--- src/rtl/block_buffer_ctrl_if.sv ---
// Handshake/bus bundle between the block buffer controller and its neighbours:
// the request-queue head, the block buffer datapath controls, the memory side
// and the requester response.
//   master : the controller (drives deq, buffer enables/selects, mem request, response)
//   slave  : the environment (request queue, memory, requester)
interface block_buffer_ctrl_if #(
    parameter int ADDR_WIDTH   = 64,
    parameter int SECTOR_IDX_W = 3
);
    // request queue head
    logic                    req_valid;
    logic                    req_is_write;
    logic [ADDR_WIDTH-1:0]   req_addr;
    logic                    req_deq;
    // block buffer datapath controls
    logic                    buf_wr_all;
    logic                    buf_wr_specific;
    logic [SECTOR_IDX_W-1:0] buf_sector_index;
    logic [SECTOR_IDX_W-1:0] buf_rd_sel;
    logic                    buf_fill_sel;
    // memory side
    logic                    mem_req_valid;
    logic                    mem_req_is_write;
    logic [ADDR_WIDTH-1:0]   mem_req_addr;
    logic                    mem_req_ready;
    logic                    mem_resp_valid;
    // requester response
    logic                    resp_valid;
    logic                    resp_ready;

    modport master (
        input  req_valid, req_is_write, req_addr, mem_req_ready, mem_resp_valid, resp_ready,
        output req_deq, buf_wr_all, buf_wr_specific, buf_sector_index, buf_rd_sel,
               buf_fill_sel, mem_req_valid, mem_req_is_write, mem_req_addr, resp_valid
    );

    modport slave (
        output req_valid, req_is_write, req_addr, mem_req_ready, mem_resp_valid, resp_ready,
        input  req_deq, buf_wr_all, buf_wr_specific, buf_sector_index, buf_rd_sel,
               buf_fill_sel, mem_req_valid, mem_req_is_write, mem_req_addr, resp_valid
    );
endinterface

--- src/rtl/block_buffer_ctrl.sv ---
// Sequencer for a single-block (512-bit, 8 x 64-bit sector) buffer.
// Serves the head of the request queue: on a miss it writes back the dirty
// block, fills the new one from memory, then performs the sector access and
// returns a response, popping the queue when the requester accepts it.
// Ports:
//   clk, rst        clock; asynchronous active-low reset
//   bus (master)    request head, buffer controls, memory request/response, response
//   stat_hits       wrapping hit counter
//   stat_misses     wrapping miss counter
module block_buffer_ctrl #(
    parameter int ADDR_WIDTH   = 64,
    parameter int BLOCK_LSB    = 6,
    parameter int SECTOR_IDX_W = 3
) (
    input  logic                clk,
    input  logic                rst,
    block_buffer_ctrl_if.master bus,
    output logic [31:0]         stat_hits,
    output logic [31:0]         stat_misses
);
    localparam int TAG_W = ADDR_WIDTH - BLOCK_LSB;

    typedef enum logic [2:0] {
        IDLE, WRITEBACK, FILL_REQ, FILL_WAIT, ACCESS, RESPOND
    } state_t;

    state_t             state, state_nxt;
    logic               blk_valid, blk_dirty;
    logic [TAG_W-1:0]   blk_tag;
    logic [TAG_W-1:0]   req_tag;
    logic               hit;

    // one-cycle events from the next-state logic that update the registers
    logic               ev_hit, ev_miss, ev_wb_done, ev_fill_done, ev_wr_access;

    assign req_tag = bus.req_addr[ADDR_WIDTH-1:BLOCK_LSB];
    assign hit     = blk_valid && (blk_tag == req_tag);

    // The queue head is held until req_deq, so the sector selects can follow
    // the request address directly in every state.
    assign bus.buf_sector_index = bus.req_addr[BLOCK_LSB-1 -: SECTOR_IDX_W];
    assign bus.buf_rd_sel       = bus.req_addr[BLOCK_LSB-1 -: SECTOR_IDX_W];

    always_ff @(posedge clk or negedge rst) begin
        if (!rst) begin
            state       <= IDLE;
            blk_valid   <= 1'b0;
            blk_dirty   <= 1'b0;
            blk_tag     <= '0;
            stat_hits   <= '0;
            stat_misses <= '0;
        end else begin
            state <= state_nxt;
            if (ev_hit)
                stat_hits <= stat_hits + 32'd1;
            if (ev_miss)
                stat_misses <= stat_misses + 32'd1;
            if (ev_wb_done)
                blk_dirty <= 1'b0;
            if (ev_fill_done) begin
                blk_valid <= 1'b1;
                blk_tag   <= req_tag;
                blk_dirty <= 1'b0;
            end
            if (ev_wr_access)
                blk_dirty <= 1'b1;
        end
    end

    always_comb begin
        state_nxt            = state;
        bus.req_deq          = 1'b0;
        bus.buf_wr_all       = 1'b0;
        bus.buf_wr_specific  = 1'b0;
        bus.buf_fill_sel     = 1'b0;
        bus.mem_req_valid    = 1'b0;
        bus.mem_req_is_write = 1'b0;
        bus.mem_req_addr     = '0;
        bus.resp_valid       = 1'b0;
        ev_hit               = 1'b0;
        ev_miss              = 1'b0;
        ev_wb_done           = 1'b0;
        ev_fill_done         = 1'b0;
        ev_wr_access         = 1'b0;

        case (state)
            IDLE: begin
                if (bus.req_valid) begin
                    if (hit) begin
                        ev_hit    = 1'b1;
                        state_nxt = ACCESS;
                    end else begin
                        ev_miss   = 1'b1;
                        state_nxt = blk_dirty ? WRITEBACK : FILL_REQ;
                    end
                end
            end
            WRITEBACK: begin
                // Write transactions carry no response; acceptance is completion.
                bus.mem_req_valid    = 1'b1;
                bus.mem_req_is_write = 1'b1;
                bus.mem_req_addr     = {blk_tag, {BLOCK_LSB{1'b0}}};
                if (bus.mem_req_ready) begin
                    ev_wb_done = 1'b1;
                    state_nxt  = FILL_REQ;
                end
            end
            FILL_REQ: begin
                bus.mem_req_valid = 1'b1;
                bus.mem_req_addr  = {req_tag, {BLOCK_LSB{1'b0}}};
                if (bus.mem_req_ready)
                    state_nxt = FILL_WAIT;
            end
            FILL_WAIT: begin
                // Fill data is on the buffer input only in the valid cycle.
                if (bus.mem_resp_valid) begin
                    bus.buf_wr_all   = 1'b1;
                    bus.buf_fill_sel = 1'b1;
                    ev_fill_done     = 1'b1;
                    state_nxt        = ACCESS;
                end
            end
            ACCESS: begin
                if (bus.req_is_write) begin
                    bus.buf_wr_specific = 1'b1;
                    ev_wr_access        = 1'b1;
                end
                state_nxt = RESPOND;
            end
            RESPOND: begin
                bus.resp_valid = 1'b1;
                if (bus.resp_ready) begin
                    bus.req_deq = 1'b1;
                    state_nxt   = IDLE;
                end
            end
            default: state_nxt = IDLE;
        endcase
    end
endmodule

--- src/flat_wrapper.sv ---
// flat-port wrapper written by rule: the top's interface ports become plain ports
module block_buffer_ctrl_flat 
#(
    parameter int ADDR_WIDTH   = 64,
    parameter int BLOCK_LSB    = 6,
    parameter int SECTOR_IDX_W = 3
)
  (clk, rst, stat_hits, stat_misses, bus_req_valid, bus_req_is_write, bus_req_addr, bus_mem_req_ready, bus_mem_resp_valid, bus_resp_ready, bus_req_deq, bus_buf_wr_all, bus_buf_wr_specific, bus_buf_sector_index, bus_buf_rd_sel, bus_buf_fill_sel, bus_mem_req_valid, bus_mem_req_is_write, bus_mem_req_addr, bus_resp_valid);
  block_buffer_ctrl_if #(.ADDR_WIDTH(ADDR_WIDTH), .SECTOR_IDX_W(SECTOR_IDX_W)) bus_i ();
  input  logic clk;
  input  logic rst;
  output logic [31:0] stat_hits;
  output logic [31:0] stat_misses;
  input wire logic [$bits(bus_i.req_valid)-1:0] bus_req_valid;
  input wire logic [$bits(bus_i.req_is_write)-1:0] bus_req_is_write;
  input wire logic [$bits(bus_i.req_addr)-1:0] bus_req_addr;
  input wire logic [$bits(bus_i.mem_req_ready)-1:0] bus_mem_req_ready;
  input wire logic [$bits(bus_i.mem_resp_valid)-1:0] bus_mem_resp_valid;
  input wire logic [$bits(bus_i.resp_ready)-1:0] bus_resp_ready;
  output wire logic [$bits(bus_i.req_deq)-1:0] bus_req_deq;
  output wire logic [$bits(bus_i.buf_wr_all)-1:0] bus_buf_wr_all;
  output wire logic [$bits(bus_i.buf_wr_specific)-1:0] bus_buf_wr_specific;
  output wire logic [$bits(bus_i.buf_sector_index)-1:0] bus_buf_sector_index;
  output wire logic [$bits(bus_i.buf_rd_sel)-1:0] bus_buf_rd_sel;
  output wire logic [$bits(bus_i.buf_fill_sel)-1:0] bus_buf_fill_sel;
  output wire logic [$bits(bus_i.mem_req_valid)-1:0] bus_mem_req_valid;
  output wire logic [$bits(bus_i.mem_req_is_write)-1:0] bus_mem_req_is_write;
  output wire logic [$bits(bus_i.mem_req_addr)-1:0] bus_mem_req_addr;
  output wire logic [$bits(bus_i.resp_valid)-1:0] bus_resp_valid;
  assign bus_i.req_valid = bus_req_valid;
  assign bus_i.req_is_write = bus_req_is_write;
  assign bus_i.req_addr = bus_req_addr;
  assign bus_i.mem_req_ready = bus_mem_req_ready;
  assign bus_i.mem_resp_valid = bus_mem_resp_valid;
  assign bus_i.resp_ready = bus_resp_ready;
  assign bus_req_deq = bus_i.req_deq;
  assign bus_buf_wr_all = bus_i.buf_wr_all;
  assign bus_buf_wr_specific = bus_i.buf_wr_specific;
  assign bus_buf_sector_index = bus_i.buf_sector_index;
  assign bus_buf_rd_sel = bus_i.buf_rd_sel;
  assign bus_buf_fill_sel = bus_i.buf_fill_sel;
  assign bus_mem_req_valid = bus_i.mem_req_valid;
  assign bus_mem_req_is_write = bus_i.mem_req_is_write;
  assign bus_mem_req_addr = bus_i.mem_req_addr;
  assign bus_resp_valid = bus_i.resp_valid;
  block_buffer_ctrl #(.ADDR_WIDTH(ADDR_WIDTH), .BLOCK_LSB(BLOCK_LSB), .SECTOR_IDX_W(SECTOR_IDX_W)) u_core (.clk(clk), .rst(rst), .bus(bus_i), .stat_hits(stat_hits), .stat_misses(stat_misses));
endmodule
--- config.mk ---
export PLATFORM = sky130hd
export DESIGN_NAME = block_buffer_ctrl_flat
export DESIGN_NICKNAME = d
export VERILOG_FILES = /design/src/rtl/block_buffer_ctrl_if.sv /design/src/rtl/block_buffer_ctrl.sv /design/src/flat_wrapper.sv
export SDC_FILE = /design/constraint.sdc
export NUM_CORES = 1
export LEC_CHECK = 0
export CORE_MARGIN = 3
export CORE_UTILIZATION = 48
export CTS_BUF_LIST = sky130_fd_sc_hd__clkbuf_4 sky130_fd_sc_hd__clkbuf_8 sky130_fd_sc_hd__clkbuf_16
export CTS_CLUSTER_DIAMETER = 80
export CTS_CLUSTER_SIZE = 40
export DETAILED_ROUTE_END_ITERATION = 10
export HOLD_SLACK_MARGIN = 0.12
export PLACE_DENSITY = 0.78
export REMOVE_ABC_BUFFERS = 1
export SLEW_MARGIN = 30
export SYNTH_ARGS = -nofsm -noshare
export SYNTH_HDL_FRONTEND = slang
export SYNTH_SLANG_ARGS = --single-unit
--- constraint.sdc ---
create_clock -name clk -period 3.55 [get_ports clk]
set_clock_uncertainty 0.05 [all_clocks]
set_input_delay 0.71 -clock clk [delete_from_list [all_inputs] [get_ports clk]]
set_output_delay 0.71 -clock clk [all_outputs]
set_load 0.005 [all_outputs]
# Word-level counts from Yosys, hierarchy flattened
# Cells that the tools add are included.
[totals]
ff_bits = 127
in_bits = 71
out_inout_bits = 141
word_cells = 53
[classes]
addsub = 2
n_eq_ne = 11
muxes = 29
n_reduce_logical = 5
[op_table]
columns = ["op", "n"]
rows = [
  ["$pmux 64 s2", 1],
  ["$add 32x1->32 const B", 2],
  ["$eq 58x58->1", 1],
  ["$mux 1", 20],
  ["$mux 3", 6],
  ["$pmux 3 s6", 1],
  ["$ne 2x2->1 const B", 5],
  ["$eq 3x2->1 const B", 2],
  ["$eq 3x3->1 const B", 2],
  ["$reduce_and 5->1", 1],
  ["$eq 3x1->1 const B", 1],
  ["$logic_not 3->1", 1],
  ["$reduce_bool 3->1", 1],
  ["$mux 2", 1],
  ["$reduce_or 2->1", 1],
  ["$logic_and 1x1->1", 1],
]

# Longest topological paths before layout
# Gate-level depths: netlist of run 1.
[logic_depth]
ltp_word = 5
mapped_depth = 8
ltp_nobuf = 7

# Least setup slack after synthesis of run 1
# OpenSTA, ideal clock, no wires.
[synth_timing]
kind = "input -> register"
startpoint = "input port bus_req_addr[35]"
endpoint = "register u_core.stat_hits[24]"
setup_time_ps = 125
arrival_time_ps = 2686
required_ps = 3375
setup_slack_ps = 689
path_stages = 8
n_path_buf = 1
path_cell_list = "nor2b_1 a2111o_1 nor4_2 nand4_2 or3_1 buf_6 or3_4 xnor2_2"
[synth_via]
elab_chain_cells = 5
[synth_rtl]
columns = ["element", "line", "text"]
rows = [
  ["from (decl)", "flat_wrapper.sv:16", "input wire logic [$bits(bus_i.req_addr)-1:0] bus_req_addr;"],
  ["$eq 58x58->1", "block_buffer_ctrl.sv:37", "assign hit = blk_valid && (blk_tag == req_tag);"],
  ["$logic_and 1x1->1", "block_buffer_ctrl.sv:37", ""],
  ["$mux 1", "block_buffer_ctrl.sv:89", "if (hit) begin"],
  ["$mux 1", "block_buffer_ctrl.sv:88", "if (bus.req_valid) begin"],
  ["$mux 1", "block_buffer_ctrl.sv:86", "case (state)"],
  ["to (signal assigned)", "block_buffer_ctrl.sv:55", "stat_hits <= stat_hits + 32'd1;"],
  ["to (decl)", "block_buffer_ctrl.sv:18", "output logic [31:0] stat_hits,"],
]
# Every way passes these cells.
# A chain may end at the register's enable or synchronous reset.

# Worst setup path after layout of run 1
[layout_timing]
startpoint = "register u_core.state[0]"
endpoint = "output port bus_mem_req_addr[57]"
[layout_via]
elab_chain_cells = 2
elab_cells_between_ends = 3
cone_classes = "eq/ne: 2; mux: 1"
[layout_rtl]
columns = ["element", "line", "text"]
rows = [
  ["from (decl)", "block_buffer_ctrl.sv:27", "state_t state, state_nxt;"],
  ["from (signal assigned)", "block_buffer_ctrl.sv:53", "state <= state_nxt;"],
  ["$eq 3x2->1 / $eq 3x1->1 (equally long branches)", "block_buffer_ctrl.sv:86", ""],
  ["$pmux 64 s2 *", "block_buffer_ctrl.sv:86", ""],
  ["to (decl)", "flat_wrapper.sv:28", "output wire logic [$bits(bus_i.mem_req_addr)-1:0] bus_mem_req_addr;"],
]
# Every way passes the cells marked *; elsewhere a longest branch is shown, timed or not.

==> out/summary.txt, run 1 <==
final period utilization -> 86.4%
fraction of layout cells with a size suffix above 1 -> 6.52%
NetSw -> 2180 µW
Worst VDD drop -> 0.437 mV
I/O Buffers -> 193
Worst setup EP type -> output port
core box area -> 13,900 µm²
Main synth FF type -> dfrtp_1
CTS tree -> done
Crit Reg-Reg Endpoint -> u_core.stat_hits[23]
Worst Path Class, Setup -> reg -> out
crit path launch -> u_core.state[0]
Clock Sinks -> 127
Remaining DRCs -> 0
final hold vios -> 0
CP max stage cell -> dfrtp_1
ANT cells -> 0
Vias -> 5,999
Die H -> 126 µm
Final Util -> 68.9%
DRT iter0 DRCs -> 313
unrepaired setup endpoints after global routing -> no
routed len/inst -> 16.5 µm
Post-Syn Area -> 6870 µm²
worst hold slack -> 0.254 ns
# placed instances -> 1,084
GRT Residual Overflow -> 0
Worst R2R Path Depth -> 8
Internal -> 4370 µW
slew margin rel. -> 55.1%
post_cts resized -> 0
max-cap violations -> 0
Final Critical Period -> 3.07 ns
setup bufs post-CTS -> 0
worst hold path type -> in -> async
Slew Limit Fails -> 0
full die area -> 15,800 µm²
row count -> 43
sequential-to-total area share from yosys stat -> 46.2%
Seq cells post-synth -> 127
crit-path max FO -> 60
CTS buffer count -> 17
number of I/O pins -> 212
combinational power share -> 38.2%
Initial DRT Pass Iterations -> 4
Root Driver -> clkbuf_16
GRT Util Overall -> 23.4%
Syn Area/Cell -> 9.26 µm²
largest net degree at the start of global routing -> 64
Finished Layout Cells -> 1,116
most frequent cells in the layout -> nand2_1, clkdlybuf4s50_1, dfrtp_1
number of enable flip-flop cells after synthesis -> 0
first-pass GRT wire length -> 30.1 mm
Fmax achieved -> 326 MHz
Clock Pin Slew Worst Setup and Hold Paths -> 0.06 ns
initial antenna violation count -> 0
commonest non-fill, non-tap cell in the layout -> nand2_1
vias per std cell -> 5.38
number of nets in the layout -> 996
Worst Tran Pin Value -> 0.673 ns
CP required -> 2.79 ns
clock latency on the worst-skew pair -> 0.42 ns
total wire length -> 18.4 mm
GPL Wtd Cong -> 0.777
slowest stage delay, CP -> 0.60 ns
Post-CTS Hold Fix Bufs -> 0
switching portion of total power -> 33.3%
antenna viol nets, final -> 0
Initial Utilization -> 49.3%
H-tree depth -> 4
R2R Path Start -> u_core.blk_tag[25]
R2R Setup Slk -> 0.88 ns
CP Launch Type -> flop
CP arrival -> 2.31 ns
status -> finished, final reports clean
Leak Pwr -> 0.00435 µW
clock power share -> 28.7%
Die Span X -> 126 µm
ys async rst share -> 100%
Max Root-Sink Buffers -> 2
DP HPWL -> 12.3 mm
number of global-route vias before repair -> 5,905
synthesis warning total -> 0
Sequential Power Share -> 33.1%
Area Overhead vs Synth -> 39.7%
# setup viols final -> 0
# fillers -> 1,126
synth unique cells -> 48
Synth Instances -> 742
power per cell area -> 682 nW/µm²
critical path, cell by cell -> and2_2 > buf_12 > a22o_1 > clkdlybuf4s50_1
## power groups by stage
stage	logic, µW	clock network, µW	registers, µW
5_1_grt	2740	1980	2220
3_5_place_dp	2510	0	2180
2_1_floorplan	1330	0	2100
4_1_cts	2530	1900	2160
6_report	2500	1880	2170
3_3_place_gp	2470	0	2170
## flip-flops by register name, summed over array words and instances (netlist names)
name	count
u_core.blk_tag	58
u_core.stat_hits	32
u_core.stat_misses	32
u_core.state	3
u_core.blk_dirty	1
u_core.blk_valid	1
## cell families (layout without fill, tap and decap cells)
kind of cell | Yosys count | in the layout | share of synthesized area, %
fa+ha+maj | 2 | 2 | 0.364
compound gates | 85 | 85 | 10.2
mux | 2 | 2 | 0.310
other cells | 1 | 6 | 0.0546
flops | 127 | 127 | 46.2
buf+inv | 67 | 256 | 4.52
xor+xnor | 105 | 105 | 13.5
simple gates | 353 | 353 | 24.8
## metrics by stage
step | setup TNS (ns) | setup slack, ns | power, µW | area, µm²
global placement | 0 | 0.137 | 4640 | 8960
CTS | 0 | 0.474 | 6600 | 9600
global route | 0 | 0.270 | 6940 | 9600
floorplan | -80.70 | -1.15 | 3420 | 6650
finish | 0 | 0.482 | 6550 | 9600
detailed placement | 0 | 0.0726 | 4690 | 8960
## worst max path at each step
stage	to	slack [ns]	depth (start not counted)
global route	u_core.stat_hits[22]	0.27	9
detailed placement	u_core.stat_hits[23]	0.07	9
CTS	bus_mem_req_addr[55]	0.47	4
finish	bus_mem_req_addr[57]	0.48	4
floorplan	bus_mem_req_valid	-1.15	3
global placement	u_core.stat_hits[23]	0.14	9
## area by class of cell
cell class / count / area, µm² / share of cell area [%]
multi-input cells: 553 / 3410 / 35.5
clock inverters: 13 / 186 / 1.94
clock buffers: 19 / 453 / 4.72
flip-flops and latches: 127 / 3180 / 33.1
inverters: 18 / 67.6 / 0.704
repair buffers: 206 / 2080 / 21.6
well taps: 180 / 225 / 2.35
## worst max-delay path, delay by kind of cell (launching register included)
family	cells	cell delay (ns)
buffers and inverters	2	0.82
flip-flops	1	0.60
AND/OR/NAND/NOR	1	0.26
AO/OA/AOI/OAI	1	0.20
## Yosys cell counts, types with 3 or more instances
cell      instances  area [µm²]
xnor2_1          61         534
nor3_1           18        90.1
inv_1            18        67.6
a2111o_1          3        33.8
nor2_1           15        56.3
o21ai_0          10        50.1
nand2_1         194         728
xor2_1           43         377
nand3_1          22         110
or3_1             6        37.5
nor2b_1          11        68.8
and4_1            6        52.6
and3_1           10        62.6
and2_1            7        43.8
a22o_1           58         508
buf_4            13        97.6
nand2b_1          8        50.1
dfrtp_1         127        3180
nor4_2            5        62.6
clkbuf_1         32         120
nand4_1          22         138
nor4_1           21         131
## per-layer routing
| metal | vias up | global-route usage (%) | share of wire, % |
|---|---|---|---|
| met5 | - | 0 | 0 |
| li1 | 2894 | - | - |
| met1 | 2935 | 30.6 | 44 |
| met2 | 152 | 38.1 | 49 |
| met4 | 0 | 7.33 | 1.7 |
| met3 | 18 | 6.36 | 5.2 |
Power figures use the tool's default switching activity.
==> run 2: changes to the inputs <==
- ABC_AREA: not set -> 1
- CAP_MARGIN: not set -> 20
- CORE_UTILIZATION: 48 -> 52
- RECOVER_POWER: not set -> 50
==> out/summary.txt, run 2 <==
antenna viol nets, final -> 0 (unchanged)
setup bufs post-CTS -> 0 (unchanged)
mux cell area share after synthesis -> 0% (was 0.310%)
# setup viols final -> 0 (unchanged)
GRT Util Overall -> 29.4% (was 23.4%)
number of global-route vias before repair -> 9,727 (was 5,905)
R2R Setup Slk -> 0.70 ns (was 0.88 ns)
GRT Residual Overflow -> 0 (unchanged)
Final Instance Area -> 12,200 µm² (was 9600 µm²)
post-synthesis compound-gate area fraction -> 8.86% (was 10.2%)
top flop regs -> u_core.blk_tag (58), u_core.stat_hits (32), u_core.stat_misses (32) (unchanged)
Max Root-Sink Buffers -> 2 (unchanged)
met1 Resource Use GR -> 37.1% (was 30.6%)
DRT iter0 DRCs -> 829 (was 313)
ANT cells -> 0 (unchanged)
final hold vios -> 0 (unchanged)
number of nets in the layout -> 1,797 (was 996)
Post-Syn Area -> 9580 µm² (was 6870 µm²)
Die H -> 142 µm (was 126 µm)
CTS buffer count -> 17 (unchanged)
met3 usage -> 5.97% (was 6.36%)
Main synth FF type -> dfrtp_1 (unchanged)
routed len/inst -> 14.9 µm (was 16.5 µm)
setup TNS -> 0 ns (unchanged)
largest net degree at the start of global routing -> 116 (was 64)
CP required -> 2.79 ns (about the same)
power per cell area -> 679 nW/µm² (was 682 nW/µm²)
GPL Wtd Cong -> 0.941 (was 0.777)
Area Overhead vs Synth -> 27.5% (was 39.7%)
critical path's top delay family -> buffers and inverters (unchanged)
unrepaired setup endpoints after global routing -> no (unchanged)
first-pass GRT wire length -> 47.8 mm (was 30.1 mm)
CP Launch Type -> flop (unchanged)
Worst Path Class, Setup -> reg -> out (unchanged)
largest family of logic cells by synthesized area -> simple AND/OR/NAND/NOR gates (unchanged)
slew margin rel. -> -82.1% (was 55.1%)
total power -> 8280 µW (was 6550 µW)
Worst Path Buf+Inv -> 3 (was 2)
Initial Utilization -> 54.2% (was 49.3%)
vias per std cell -> 5.22 (was 5.38)
Synth Instances -> 1,549 (was 742)
Hold EP -> u_core.stat_hits[26]
CTS tree -> done (unchanged)
hold_sp -> u_core.stat_hits[26]
status -> finished, violations left (was finished, final reports clean)
Root Driver -> clkbuf_16 (unchanged)
sequential-to-total area share from yosys stat -> 33.2% (was 46.2%)
initial antenna violation count -> 1 (was 0)
crit-path max FO -> 32 (was 60)
Seq cells post-synth -> 127 (unchanged)
CP arrival -> 2.56 ns (was 2.31 ns)
DP HPWL -> 22.3 mm (was 12.3 mm)
post-place instance area -> 11,600 µm² (was 8960 µm²)
Initial DRT Pass Iterations -> 5 (was 4)
Worst Tran Pin Value -> 2.73 ns (was 0.673 ns)
flip-flop count of the largest register after layout -> 58 (unchanged)
Clock Pin Slew Worst Setup and Hold Paths -> 0.06 ns (about the same)
Vias -> 10,200 (was 5,999)
failing checks -> max-capacitance violations, max-slew violations
Worst R2R Path Depth -> 6 (was 8)
post-synth top area cell -> dfrtp_1 (unchanged)
GRT busiest layer -> met2 (unchanged)
Fmax achieved -> 301 MHz (was 326 MHz)
clock latency on the worst-skew pair -> 0.43 ns (was 0.42 ns)
Synth area leaders -> dfrtp_1, nand2_1, inv_1 (was dfrtp_1, nand2_1, xnor2_1)
number of enable flip-flop cells after synthesis -> 0 (unchanged)
core box area -> 17,700 µm² (was 13,900 µm²)
synthesis warning total -> 0 (unchanged)
final period utilization -> 93.5% (was 86.4%)
Slew Limit Fails -> 48 (was 0)
most frequent cells in the layout -> nand2_1, inv_1, clkdlybuf4s50_1 (was nand2_1, clkdlybuf4s50_1, dfrtp_1)
Synth Area in Simple Gates -> 40.2% (was 24.8%)
Leak Pwr -> 0.00599 µW (was 0.00435 µW)
Syn Area/Cell -> 6.18 µm² (was 9.26 µm²)
dominant cell by count in the synthesized netlist -> nand2_1 (unchanged)
R2R Path Start -> u_core.state[1] (was u_core.blk_tag[25])
Final Critical Period -> 3.32 ns (was 3.07 ns)
CP max stage cell -> clkdlybuf4s50_1 (was dfrtp_1)
total wire length -> 29.2 mm (was 18.4 mm)
top cell type's share of synthesized area -> 33.2% (was 46.2%)
global-route met2 utilization -> 49.5% (was 38.1%)
ys async rst share -> 100% (unchanged)
Clock Sinks -> 127 (unchanged)
Final Util -> 69.1% (was 68.9%)
Biggest register -> u_core.blk_tag (unchanged)
number of I/O pins -> 212 (unchanged)
worst hold path type -> reg -> reg (was in -> async)
Worst setup EP type -> output port (unchanged)
XOR/XNOR Fraction of Synth Area -> 4.83% (was 13.5%)
full die area -> 20,100 µm² (was 15,800 µm²)
slowest stage delay, CP -> 0.56 ns (was 0.60 ns)
H-tree depth -> 4 (unchanged)
row count -> 48 (was 43)
fraction of layout cells with a size suffix above 1 -> 5.81% (was 6.52%)
commonest non-fill, non-tap cell in the layout -> nand2_1 (unchanged)
adder-cell share of the synthesized area -> 0.261% (was 0.364%)
Crit Reg-Reg Endpoint -> u_core.blk_tag[20] (was u_core.stat_hits[23])
critical path, cell by cell -> inv_1 > nor2_1 > nand2_2 > buf_12 > o22ai_1 > clkdlybuf4s50_1 (was and2_2 > buf_12 > a22o_1 > clkdlybuf4s50_1)
post_cts resized -> 0 (unchanged)
I/O Buffers -> 193 (unchanged)
Post-synth top cells -> nand2_1, inv_1, nor2_1 (was nand2_1, dfrtp_1, xnor2_1)
Worst VDD drop -> 0.410 mV (was 0.437 mV)
Post-CTS Hold Fix Bufs -> 0 (unchanged)
hold path cells -> 2
Die Span X -> 142 µm (was 126 µm)
synth unique cells -> 38 (was 48)
max-cap violations -> 1 (was 0)
Remaining DRCs -> 0 (unchanged)
run 2: cell types whose count changed after synthesis, sizes merged, moves of 23 or more:
cell / change
o21ai: +76
nor3: +23
inv: +225
nand3: +48
xnor2: -34
nor2: +169
nand2: +407
a22o: -58
o22ai: +57
run 2: kinds of logic (layout without fill, tap and decap cells):
group,Yosys count,count (layout)
buffers and inverters,294,477
XOR/XNOR,52,52
AND/OR/NAND/NOR,926,926
adder cells (fa/ha/maj),2,2
flip-flops,127,127
other,1,6
AO/OA/AOI/OAI,147,147
run 2: routing by layer:
metal	wire, µm	part of all wire (%)
met1	12100	41
met2	14000	48
met3	2160	7.4
met4	945	3.2
met5	13	0.045
run 2: tightest hold or removal path: cells and delay by family, from the launching register on:
family / cells / cell delay (ns)
simple gates: 2 / 0.11
flops: 1 / 0.36
run 2: how the worst max path moves through the flow:
| stage | end | from | cells past startpoint | slack (ns) |
|---|---|---|---|---|
| 2_1_floorplan | bus_buf_fill_sel | u_core.state[2] | 3 | 0.90 |
| 3_3_place_gp | u_core.stat_hits[14] | bus_req_addr[19] | 13 | 0.58 |
| 3_5_place_dp | u_core.stat_hits[7] | bus_req_addr[19] | 13 | 0.50 |
| 4_1_cts | bus_mem_req_addr[11] | u_core.state[1] | 6 | 0.25 |
| 5_1_grt | bus_mem_req_addr[11] | u_core.state[1] | 6 | 0.06 |
| 6_report | bus_mem_req_addr[11] | u_core.state[1] | 6 | 0.23 |
run 2: through the flow:
stage / hold WS, ns / instances / setup slack (ns)
floorplan: 0.364 / 1503 / 0.897
global placement: 0.448 / 1930 / 0.581
detailed placement: 0.441 / 1930 / 0.498
CTS: 0.283 / 1962 / 0.250
global route: 0.494 / 1962 / 0.0632
finish: 0.451 / 1962 / 0.229
run 2: power breakdown:
group | switching, µW | internal [µW] | total, µW
combinational | 2380 | 1760 | 4140
sequential | 404 | 1900 | 2300
clock | 713 | 1130 | 1850
run 2: cell type report:
cell class / instances / area, µm²
well taps: 225 / 282
multi-input cells: 1133 / 5200
clock buffers: 18 / 439
flip-flops and latches: 127 / 3180
clock inverters: 14 / 179
repair buffers: 202 / 2010
inverters: 243 / 915
fillers: 1576 / 5450
